File: src/rtl/y_alu_mc.sv
// Multi-cycle ALU: single-cycle logic/arithmetic ops plus iterative shift-add multiply
// and restoring divide/remainder, with valid/ready handshakes on both sides.
module y_alu_mc #(
   parameter int W = 32
) (
   input  logic         clk,
   input  logic         reset,
   input  logic         in_valid,
   output logic         in_ready,
   input  logic [W-1:0] a,
   input  logic [W-1:0] b,
   input  logic [3:0]   op,
   output logic         out_valid,
   input  logic         out_ready,
   output logic [W-1:0] z,
   output logic         zero,
   output logic         ovf
);

   localparam int CW = $clog2(W) + 1;
   localparam logic [CW-1:0] CNT_LAST = CW'(W - 1);

   localparam logic [3:0] OP_AND = 4'b0000;
   localparam logic [3:0] OP_OR  = 4'b0001;
   localparam logic [3:0] OP_ADD = 4'b0010;
   localparam logic [3:0] OP_SUB = 4'b0110;
   localparam logic [3:0] OP_SLT = 4'b0111;
   localparam logic [3:0] OP_MUL = 4'b1000;
   localparam logic [3:0] OP_DIV = 4'b1010;
   localparam logic [3:0] OP_REM = 4'b1011;

   typedef enum logic [1:0] {IDLE, RUN, DONE} state_t;

   state_t         state, state_nxt;
   logic [CW-1:0]  cnt;
   logic [3:0]     op_r;
   logic [2*W-1:0] prod, prod_nxt;
   logic [W:0]     sum_hi;
   logic [W-1:0]   mcand;
   logic [W-1:0]   quo, quo_nxt;
   logic [W-1:0]   rem, rem_nxt;
   logic [W:0]     rem_sh;
   logic [W-1:0]   dvsr;
   logic           ge;
   logic [W-1:0]   run_z;
   logic [W:0]     sc_res;
   logic           is_iter;

   // Returns {ovf, z} for the single-cycle ops; undefined codes give zero.
   function automatic logic [W:0] alu_single(input logic [3:0] f,
                                              input logic [W-1:0] x,
                                              input logic [W-1:0] y);
      logic signed [W-1:0] sum, dif;
      logic                ovf_add, ovf_sub;
      sum     = x + y;
      dif     = x + ~y + W'(1);
      ovf_add = (x[W-1] == y[W-1]) && (sum[W-1] != x[W-1]);
      ovf_sub = (x[W-1] != y[W-1]) && (dif[W-1] != x[W-1]);
      case (f)
         OP_AND:  alu_single = {1'b0, x & y};
         OP_OR:   alu_single = {1'b0, x | y};
         OP_ADD:  alu_single = {ovf_add, sum};
         OP_SUB:  alu_single = {ovf_sub, dif};
         OP_SLT:  alu_single = {1'b0, {(W-1){1'b0}}, dif[W-1] ^ ovf_sub};
         default: alu_single = '0;
      endcase
   endfunction

   assign in_ready  = (state == IDLE);
   assign out_valid = (state == DONE);
   assign is_iter   = (op == OP_MUL) || (op == OP_DIV) || (op == OP_REM);
   assign sc_res    = alu_single(op, a, b);

   // One multiply step and one restoring-divide step per RUN cycle.
   always_comb begin
      sum_hi   = {1'b0, prod[2*W-1:W]} + (prod[0] ? {1'b0, mcand} : {(W+1){1'b0}});
      prod_nxt = {sum_hi, prod[W-1:1]};
      rem_sh   = {rem, quo[W-1]};
      ge       = (rem_sh >= {1'b0, dvsr});
      rem_nxt  = ge ? (rem_sh[W-1:0] - dvsr) : rem_sh[W-1:0];
      quo_nxt  = {quo[W-2:0], ge};
      case (op_r)
         OP_MUL:  run_z = prod_nxt[W-1:0];
         OP_DIV:  run_z = quo_nxt;
         default: run_z = rem_nxt;
      endcase
   end

   always_comb begin
      state_nxt = state;
      case (state)
         IDLE: if (in_valid) state_nxt = is_iter ? RUN : DONE;
         RUN:  if (cnt == CNT_LAST) state_nxt = DONE;
         DONE: if (out_ready) state_nxt = IDLE;
         default: state_nxt = IDLE;
      endcase
   end

   always_ff @(posedge clk) begin
      if (reset) begin
         state <= IDLE;
         cnt   <= '0;
         z     <= '0;
         zero  <= 1'b0;
         ovf   <= 1'b0;
      end else begin
         state <= state_nxt;
         case (state)
            IDLE: if (in_valid) begin
               cnt <= '0;
               if (!is_iter) begin
                  z    <= sc_res[W-1:0];
                  zero <= (sc_res[W-1:0] == '0);
                  ovf  <= sc_res[W];
               end
            end
            RUN: if (cnt == CNT_LAST) begin
               z    <= run_z;
               zero <= (run_z == '0);
               ovf  <= 1'b0;
            end else begin
               cnt <= cnt + CW'(1);
            end
            default: ;
         endcase
      end
   end

   // Working registers carry no reset; they are always loaded at acceptance.
   always_ff @(posedge clk) begin
      if (state == IDLE && in_valid) begin
         op_r  <= op;
         mcand <= a;
         prod  <= {{W{1'b0}}, b};
         dvsr  <= b;
         quo   <= a;
         rem   <= '0;
      end else if (state == RUN) begin
         prod <= prod_nxt;
         quo  <= quo_nxt;
         rem  <= rem_nxt;
      end
   end

endmodule

File: config.mk
export PLATFORM = sky130hd
export DESIGN_NAME = y_alu_mc
export DESIGN_NICKNAME = d
export VERILOG_FILES = /design/src/rtl/y_alu_mc.sv
export SDC_FILE = /design/constraint.sdc
export NUM_CORES = 1
export LEC_CHECK = 0
export ABC_AREA = 1
export BUFFER_PORTS_ARGS = -buffer_cell sky130_fd_sc_hd__buf_2
export CAP_MARGIN = 10
export CORE_MARGIN = 2
export CORE_UTILIZATION = 58
export CTS_BUF_LIST = sky130_fd_sc_hd__clkbuf_8
export DETAILED_ROUTE_END_ITERATION = 12
export PLACE_DENSITY = 0.89
export REMOVE_ABC_BUFFERS = 1
export SYNTH_ARGS = -nofsm -noshare
export SYNTH_HDL_FRONTEND = slang
export SYNTH_SLANG_ARGS = --single-unit
File: constraint.sdc
create_clock -name clk -period 4.5 [get_ports clk]
set_clock_uncertainty 0.15 [all_clocks]
set_input_delay 0.9 -clock clk [delete_from_list [all_inputs] [get_ports clk]]
set_output_delay 0.9 -clock clk [all_outputs]
set_load 0.05 [all_outputs]
After elaboration in Yosys (flattened, before gate mapping)
Cells that the tools add are included.
{"block": "totals", "reg_bits": 238, "input_bits": 72, "output_inout_bits": 36, "elab_cells": 86}
{"block": "classes", "addsub": 6, "magnitude_cmp": 1, "n_eq_ne": 21, "mux": 28, "bitwise": 4, "n_reduce_logical": 14}
{"cell": "$mux 32", "count": 9}
{"cell": "$pmux 33 s5", "count": 1}
{"cell": "$pmux 32 s2", "count": 2}
{"cell": "$add 32x32->32", "count": 2}
{"cell": "$logic_not 32->1", "count": 2}
{"cell": "$add 32x32->33", "count": 1}
{"cell": "$ge 33x32->1", "count": 1}
{"cell": "$add 32x1->32 const B", "count": 1}
{"cell": "$and 32x32->32", "count": 1}
{"cell": "$not 32->32", "count": 1}
{"cell": "$or 32x32->32", "count": 1}
{"cell": "$sub 32x32->32", "count": 1}
{"cell": "$eq 4x4->1 const B", "count": 5}
{"cell": "$mux 6", "count": 2}
{"cell": "$pmux 6 s2", "count": 1}
{"cell": "$eq 4x3->1 const B", "count": 2}
{"cell": "$mux 2", "count": 4}
{"cell": "$ne 2x2->1 const B", "count": 4}
{"cell": "$add 6x1->6 const B", "count": 1}
{"cell": "$eq 6x5->1 const B", "count": 1}
{"cell": "$mux 1", "count": 6}
{"cell": "$pmux 2 s3", "count": 1}
{"cell": "$reduce_and 3->1", "count": 2}
{"cell": "$eq 4x1->1 const B", "count": 1}
{"cell": "14 further kinds", "count": 21}

Longest topological paths before layout
Gate-level depths: netlist of the first run.
{"block": "depth", "ltp_word": 11, "ltp_mapped": 29, "depth_no_buf": 28}

Worst setup path after synthesis of the first run
Ideal clock, no wire load.
{"block": "synth_timing", "path_kind": "register -> register", "from": "register state[0]", "to": "register prod[22] (data pin)", "setup_time_ns": 0.362, "t_arrival_ns": 4.120, "required_ns": 3.988, "path_slack_ns": -0.133, "stages_incl_launch_ff": 8, "n_path_buf": 3, "period_less_slack_ns": 4.633, "path_cell_list": "dfxtp_1 > buf_2 > nor2_1 > inv_1 > nor2_1 > clkbuf_1 > clkbuf_1 > o21ai_0"}
{"block": "synth_between", "elab_chain_cells": 3}
{"item": "start: declaration", "line": "34", "rtl": "state_t state, state_nxt;"}
{"item": "start signal: assignment", "line": "107", "rtl": "state <= state_nxt;"}
{"item": "$logic_not 2->1"}
{"item": "via in_ready", "line": "9", "rtl": "output logic in_ready,"}
{"item": "$logic_and 1x1->1", "line": "131", "rtl": "if (state == IDLE && in_valid) begin"}
{"item": "$mux 32", "line": "131"}
{"item": "end signal: assignment", "line": "134", "rtl": "prod <= {{W{1'b0}}, b};"}
{"item": "end signal: assignment", "line": "139", "rtl": "prod <= prod_nxt;"}
{"item": "end: declaration", "line": "37", "rtl": "logic [2*W-1:0] prod, prod_nxt;"}
The timed path passes the listed nets, and every way through them passes these cells.
A chain may end at the register's enable or synchronous reset.

Final worst setup path of the first run
{"block": "layout_timing", "from": "input port b[4]", "to": "register zero"}
{"block": "layout_between", "elab_chain_cells": 11, "elab_cells_between_ends": 14, "classes_between": "add/sub: 3; eq/ne: 1; mux: 4; bitwise: 4; reduce/logical: 2"}
{"item": "start: declaration", "line": "11", "rtl": "input logic [W-1:0] b,"}
{"item": "$not 32->32", "line": "56", "rtl": "dif = x + ~y + W'(1);"}
{"item": "$add 32x32->32", "line": "56"}
{"item": "$add 32x1->32", "line": "56"}
{"item": "$ne 1x1->1", "line": "58", "rtl": "ovf_sub = (x[W-1] != y[W-1]) && (dif[W-1] != x[W-1]);"}
{"item": "$logic_and 1x1->1", "line": "58"}
{"item": "$xor 1x1->1", "line": "64", "rtl": "OP_SLT: alu_single = {1'b0, {(W-1){1'b0}}, dif[W-1] ^ ovf_sub};"}
{"item": "$pmux 33 s5 *", "line": "59", "rtl": "case (f)"}
{"item": "$logic_not 32->1 *", "line": "113", "rtl": "zero <= (sc_res[W-1:0] == '0);"}
{"item": "$mux 1 *", "line": "111", "rtl": "if (!is_iter) begin"}
{"item": "$mux 1 *", "line": "109", "rtl": "IDLE: if (in_valid) begin"}
{"item": "$pmux 1 s2 *", "line": "108", "rtl": "case (state)"}
{"item": "end signal: assignment", "line": "113"}
{"item": "end signal: assignment", "line": "119", "rtl": "zero <= (run_z == '0);"}
{"item": "end: declaration", "line": "16", "rtl": "output logic zero,"}
Every way passes the cells marked *; elsewhere a longest branch is shown, timed or not. The select of a mux whose other input is x is not followed.

==> results of run 1 <==
[routing by layer]
layer | vias to the layer above | wire, µm | part of all wire | global-route usage
met5 | - | 23 | 0.00030 | 0
met4 | 4 | 5039 | 0.066 | 0.2343
met3 | 308 | 9567 | 0.13 | 0.1127
met2 | 1380 | 32900 | 0.43 | 0.6383
met1 | 10002 | 28540 | 0.38 | 0.5168
li1 | 10487 | - | - | -
[worst register-to-register path: cells and delay by family, from the launching register on]
family	cells	cell delay, ps
DFF	1	540
adders and majority gates	1	290
buffers and inverters	5	700
AOI/OAI and AO/OA	6	1300
and+or+nand+nor	3	270
xor gates and xnor gates	1	170
[sequential cells by signal (all words and copies together) (netlist names)]
name	cells
prod	64
dvsr	32
mcand	32
quo	32
rem	32
z	32
cnt	6
op_r	4
state	2
ovf	1
zero	1
[Yosys cell counts (10+ instances only)]
master	n	area, µm²
xor2_1	24	210.2
inv_1	591	2218
nand2_1	896	3363
a21oi_1	205	1026
nand3b_1	11	82.58
buf_1	14	52.55
xnor2_1	16	140.1
a32o_1	11	110.1
o22ai_1	47	294.0
buf_2	26	130.1
nand4_1	35	219.0
o211ai_1	23	172.7
ha_1	166	2077
o21ai_0	140	700.7
a31oi_1	10	62.56
edfxtp_1	132	3964
nor2_1	268	1006
a22o_1	10	87.58
dfxtp_1	106	2122
o21bai_1	38	285.3
clkbuf_1	52	195.2
nor3_1	29	145.1
nand3_1	257	1286
[cell type report]
type	instances	share of cell area
well taps	455	0.02471
flip-flops and latches	238	0.2642
multi-input cells	2234	0.5095
clock buffers	51	0.03047
diodes	4	0.0004345
inverters	600	0.09777
clock inverters	28	0.01119
repair buffers	220	0.06171
[power groups by stage]
stage	Combinational, W	Clock, W	Sequential (W)
after floorplan	0.00138	0	0.00284
after global placement	0.00221	0	0.00278
after detailed placement	0.00223	0	0.00278
after CTS	0.00225	0.00233	0.00274
after global routing	0.00253	0.00243	0.00277
final	0.00233	0.00235	0.00275
[final timing paths]
path | startpoint | cells past startpoint | to | slack [ps]
worst max register to register | prod[0] | 16 | prod[54] | 970
worst min register to register | z[8] | 2 | z[8] | 310
worst min-delay path | z[8] | 2 | z[8] | 310
worst max-delay path | b[4] | 27 | zero | 430
[timing repair]
item                                   in CTS  in global routing
setup endpoints to repair                   0                  1
endpoints found under the hold margin       0                  0
resized for setup                           0                  1
buffers inserted                            0                  0
[cells by family after synthesis]
family / after synthesis
AO/OA/AOI/OAI: 506
XOR/XNOR: 40
adder cells (fa/ha/maj): 171
buffers and inverters: 695
flip-flops: 238
AND/OR/NAND/NOR: 1517
[metrics by stage]
| step | setup TNS (ps) | instances | utilization | hold slack, ps | worst slack (ps) |
|---|---|---|---|---|---|
| final | 0 | 3830 | 0.6652 | 313.3 | 432.0 |
| after global routing | 0 | 3829 | 0.6651 | 326.3 | 10.63 |
| after CTS | 0 | 3826 | 0.6648 | 314.0 | 511.1 |
| after detailed placement | -62.74 | 3747 | 0.6371 | 305.0 | -62.74 |
| after global placement | 0 | 3747 | 0.6371 | 300.8 | 29.30 |
| after floorplan | -755140 | 3072 | - | 284.7 | -7029 |
==> metrics.md, run 1 <==
| Metric | Value |
|---|---|
| Status | complete, no violations |
| Endpoint class of the critical path | register |
| Sequential Area | 0.006086 mm² |
| RSZ-0062 raised after global routing | no |
| Adder-Cell Fraction of Synth Area | 0.1064 |
| Area occupied by multi-input gates | 0.01174 mm² |
| Yosys warns | 0 |
| DRC | 0 |
| Min-delay worst type | reg -> reg |
| Largest net degree at the start of global routing | 176 |
| Initial antenna violation count | 8 |
| Layout cell share with drive strength beyond 1 | 0.09522 |
| Buf/Inv on CP | 2 |
| PortBufs | roughly 110 |
| Pwr/cell area | 322.5 mW/mm² |
| Most common cell after layout, fill and taps aside | nand2_1 |
| Design Power | 0.007429 W |
| Synth Area in Compound Gates | 0.1431 |
| Arr. time, crit path | ~4500 ps |
| CP top delay family | simple AND/OR/NAND/NOR gates |
| Setup crit start kind | primary input |
| Final wirelength | roughly 76000 µm |
| IO Pins | 108 |
| Post-synth EDFFs | 132 |
| CTS sink count | 238 |
| Most frequent CP cell | nand2_1 |
| Psw | between 0.002 and 0.003 W |
| Antenna-violating nets left | 0 |
| Register share of total power | 0.370 |
| Via density | 5.791 |
| Starting Density | 0.5906 |
| Core Region | about 0.035 mm² |
| Avg Cell Area, Syn | 6.458 µm² |
| Worst-case clock buffer depth | 3 |
| Row Count | 68 |
| Register bit total from synthesis | 238 |
| Detailed Route Iter0 Violations | around 3100 |
| Worst-skew pair later-pin latency | 620 ps |
| Largest family of logic cells by synthesized area | simple AND/OR/NAND/NOR gates |
| Simple-gate share of the synthesized area | 0.3057 |
| Routed WL per cell | 19.86 µm |
| Hold buffer count at CTS | 0 |
| CTS buffer count | 43 |
| All-Layer GR Usage | 0.4119 |
| Synth Area in XOR/XNOR | 0.01713 |
| Die X | 191.8 µm |
| CTS tree | built |
| Fin area | 0.02303 mm² |
| Static leakage | 12.23 nW |
| Chip height | 191.8 µm |
| Dpl cell area | 0.02206 mm² |
| Power share of the clock group | 0.316 |
| Vias in the first global route | 21024 |
| Tmin final | roughly 4000 ps |
| Max_slew headroom | 0.3874 |
| Vias | 22181 |
| Critical path's slowest cell | fa_1 |
| Mux share of post-synthesis cell area | 0 |
| Most frequent cells in the layout | 896 x nand2_1, 600 x inv_1, 264 x nor2_1 |
| Final #Nets | 3580 |
| Fmax | 0.2458 GHz |
| Clk slew on worst S/H paths | 60 ps |
| Worst stage delay on the critical path | 430 ps |
| Pint | 0.004645 W |
| Sequential area share after synthesis | 0.2976 |
| Sw frac | 0.3748 |
| CTS Root Cell | clkbuf_8 |
| Global-route wire length before repair | 115000 µm |
| Max-slew violations | 0 |
| WS Path Type | in -> reg |
| Fillers | 3080 |
| Worst Max-Slew Pin Slew | a little over 900 ps |
| GP Congestion | approximately 1.1 |
| Main synth FF type | edfxtp_1 |
| Peak VDD IR | 0.3483 mV |
| CP max FO | 3 |
| Asr flop ratio synth | 0 |
| H-tree levels | 2 |
| Full die area | 0.03678 mm² |
| Global route total overflow | 0 |
| HPWL Detailed | roughly 60000 µm |
| Comb pwr share | 0.314 |
| WP data required | 4890 ps |
| Area grow syn2layout | 12.63% |
| First drt pass iteration count | 7 |
| Synthesized area | 0.02045 mm² |
| Final period utilization | 0.9040 |
| Post-synth cell types | 50 |
| Post-synthesis instance total | 3167 |
| Fin. Hold Viols | 0 |
| Setup-failing EPs final | 0 |
| Max Cap Violations | 0 |
No activity file was read; power rests on OpenSTA's default activity.
==> run 2, diff against run 1 <==
--- a/config.mk
+++ b/config.mk
@@ -9,10 +9,10 @@
 export BUFFER_PORTS_ARGS = -buffer_cell sky130_fd_sc_hd__buf_2
 export CAP_MARGIN = 10
 export CORE_MARGIN = 2
-export CORE_UTILIZATION = 58
+export CORE_UTILIZATION = 40
 export CTS_BUF_LIST = sky130_fd_sc_hd__clkbuf_8
 export DETAILED_ROUTE_END_ITERATION = 12
-export PLACE_DENSITY = 0.89
+export PLACE_DENSITY = 0.66
 export REMOVE_ABC_BUFFERS = 1
 export SYNTH_ARGS = -nofsm -noshare
 export SYNTH_HDL_FRONTEND = slang
==> constraint.sdc (replaced) <==
create_clock -name clk -period 4.95 [get_ports clk]
set_clock_uncertainty 0.15 [all_clocks]
set_input_delay 0.99 -clock clk [delete_from_list [all_inputs] [get_ports clk]]
set_output_delay 0.99 -clock clk [all_outputs]
set_load 0.05 [all_outputs]
==> metrics.md, run 2 (synthesis results as in run 1) <==
| Metric | Value |
|---|---|
| Pwr/cell area | 289.3 mW/mm² (-10%) |
| Worst-case clock buffer depth | 3 (unchanged) |
| Most common cell after layout, fill and taps aside | nand2_1 |
| CTS buffer count | 45 (+4.7%) |
| Clk slew on worst S/H paths | 60 ps (about the same) |
| PortBufs | 107 (unchanged) |
| Global route total overflow | 0 (unchanged) |
| Starting Density | 0.4068 (-0.1838) |
| Max_slew headroom | 0.3158 (-0.07161) |
| Vias in the first global route | 20346 (-3.2%) |
| DRC | 0 (unchanged) |
| Worst Max-Slew Pin Slew | 1023 ps (+109.3 ps) |
| Row Count | 82 (+21%) |
| R2R cell count | 19 (+3) |
| Fin. Hold Viols | 0 (unchanged) |
| Post-CTS Setup Repair Bufs | 0 (unchanged) |
| First drt pass iteration count | 6 (-1) |
| Most frequent cells in the layout | 896 x nand2_1, 598 x inv_1, 264 x nor2_1 |
| Final wirelength | 80350 µm (+5.6%) |
| Max reg flops | 64 (unchanged) |
| Fin area | 0.02296 mm² (-0.31%) |
| HPWL Detailed | 65410 µm (+9.2%) |
| Final period utilization | 0.8569 |
| Setup-failing EPs final | 0 (unchanged) |
| Initial antenna violation count | 5 (-3) |
| Global-route wire length before repair | 120800 µm (+5.0%) |
| Hold path cells | 2 (unchanged) |
| Largest register by flop count | prod |
| Die X | 230.1 µm (+20%) |
| Vias | 21398 (-3.5%) |
| GP Congestion | 1.057 (-0.62%) |
| Tmin final | 4242 ps |
| # resized after CTS | 0 (unchanged) |
| Design Power | 0.006644 W (-11%) |
| WP data required | 5350 ps (+460 ps) |
| Area grow syn2layout | 12.28% |
| Fmax | 0.2357 GHz |
| Max-slew violations | 0 (unchanged) |
| Endpoint class of the critical path | register |
| RSZ-0062 raised after global routing | no |
| Critical R2R Launch | dvsr[8] |
| Chip height | 230.1 µm (+20%) |
| Setup crit start kind | primary input |
| Dpl cell area | 0.02203 mm² (-0.14%) |
| Detailed Route Iter0 Violations | 2221 (-27%) |
| Min-delay worst type | reg -> reg |
| Largest net degree at the start of global routing | 176 (unchanged) |
| CP startpoint | a[4] |
| CTS tree | built |
| Max Cap Violations | 0 (unchanged) |
| Routed wl met2 | 35830 µm (+8.9%) |
| Layout cell share with drive strength beyond 1 | 0.08508 (-0.01014) |
| Metal3 WL | 6219 µm (-35%) |
| WS Path Type | in -> reg |
| CTS Root Cell | clkbuf_8 |
| Worst-skew pair later-pin latency | 620 ps (about the same) |
| Final #Nets | 3545 (-0.98%) |
| CTS sink count | 238 (unchanged) |
| Peak VDD IR | 0.2200 mV (-37%) |
| Arr. time, crit path | 4640 ps (+180 ps) |
| Antenna-violating nets left | 0 (unchanged) |
| Core Region | 0.05027 mm² (+45%) |
| IO Pins | 108 (unchanged) |
| CP max FO | 7 (+4) |
| Via density | 5.332 (-7.9%) |
| Fillers | 5426 (+76%) |
| H-tree levels | 2 (unchanged) |
| All-Layer GR Usage | 0.2995 (-0.1124) |
| WL met1 | 33520 µm (+17%) |
| Routed WL per cell | 20.02 µm (+0.81%) |
| Hold buffer count at CTS | 0 (unchanged) |
| Static leakage | 12.03 nW (-1.7%) |
| Hold_sp | z[19] |
| Top routing layer in use | met4 |
| Status | complete, no violations |
| Full die area | 0.05296 mm² (+44%) |
==> run 2: cell type report <==
class | instances | area [µm²] | share of cell area
inverters | 600 | 2252 | 0.09808
clock inverters | 34 | 252.7 | 0.01101
well taps | 672 | 840.8 | 0.03662
flip-flops and latches | 238 | 6086 | 0.2650
repair buffers | 183 | 1119 | 0.04871
multi-input cells | 2234 | 11730 | 0.5109
diodes | 3 | 7.507 | 0.0003269
clock buffers | 49 | 674.4 | 0.02937
==> run 2: power by group <==
group	internal [W]	switching (W)	leakage, nW
sequential	0.00238	0.000121	2.15
combinational	0.000610	0.00148	9.37
clock	0.00112	0.000935	0.507
total	0.00411	0.00253	12.0
==> run 2: per-layer routing <==
metal,up-vias,track usage
li1,10422,-
met1,9835,0.3912
met2,914,0.4840
met3,227,0.03770
met4,0,0.1563
met5,-,0
==> run 2: metrics by stage <==
step                      utilization  hold WS, ps  cells  setup WS, ps  TNS (ps)
final                          0.4568        311.6   4013         708.2         0
after global placement         0.4382        302.3   3927         171.2         0
after global routing           0.4568        332.6   4013         259.1         0
after CTS                      0.4566        313.5   4010         798.1         0
after floorplan                     -        284.7   3072         -6579   -662880
after detailed placement       0.4382        304.3   3927         148.7         0
==> run 2: worst max-delay path, cell delays in order <==
cell,delay [ps]
buf_2,110
inv_1,60
ha_1,390
nor2_1,210
nand3_1,100
nand3b_1,190
nand2_1,100
nand3_1,240
nand2_1,120
nand2_1,90
nand2_1,60
nand2_1,70
a21oi_1,100
fa_1,450
nand2_1,90
nor2_1,40
nor3_1,230
nand2_1,80
nor2_1,90
nand3_1,70
nor2_1,100
nand3_1,120
nor2_1,140
nand3_1,80
nor2_1,90
a21oi_1,80
a21oi_2,140
==> run 2: path summary, 6_finish.rpt <==
path         endpoint  slack (ps)
max              zero         710
max reg2reg      zero        1200
min reg2reg     z[19]         310
min             z[19]         310
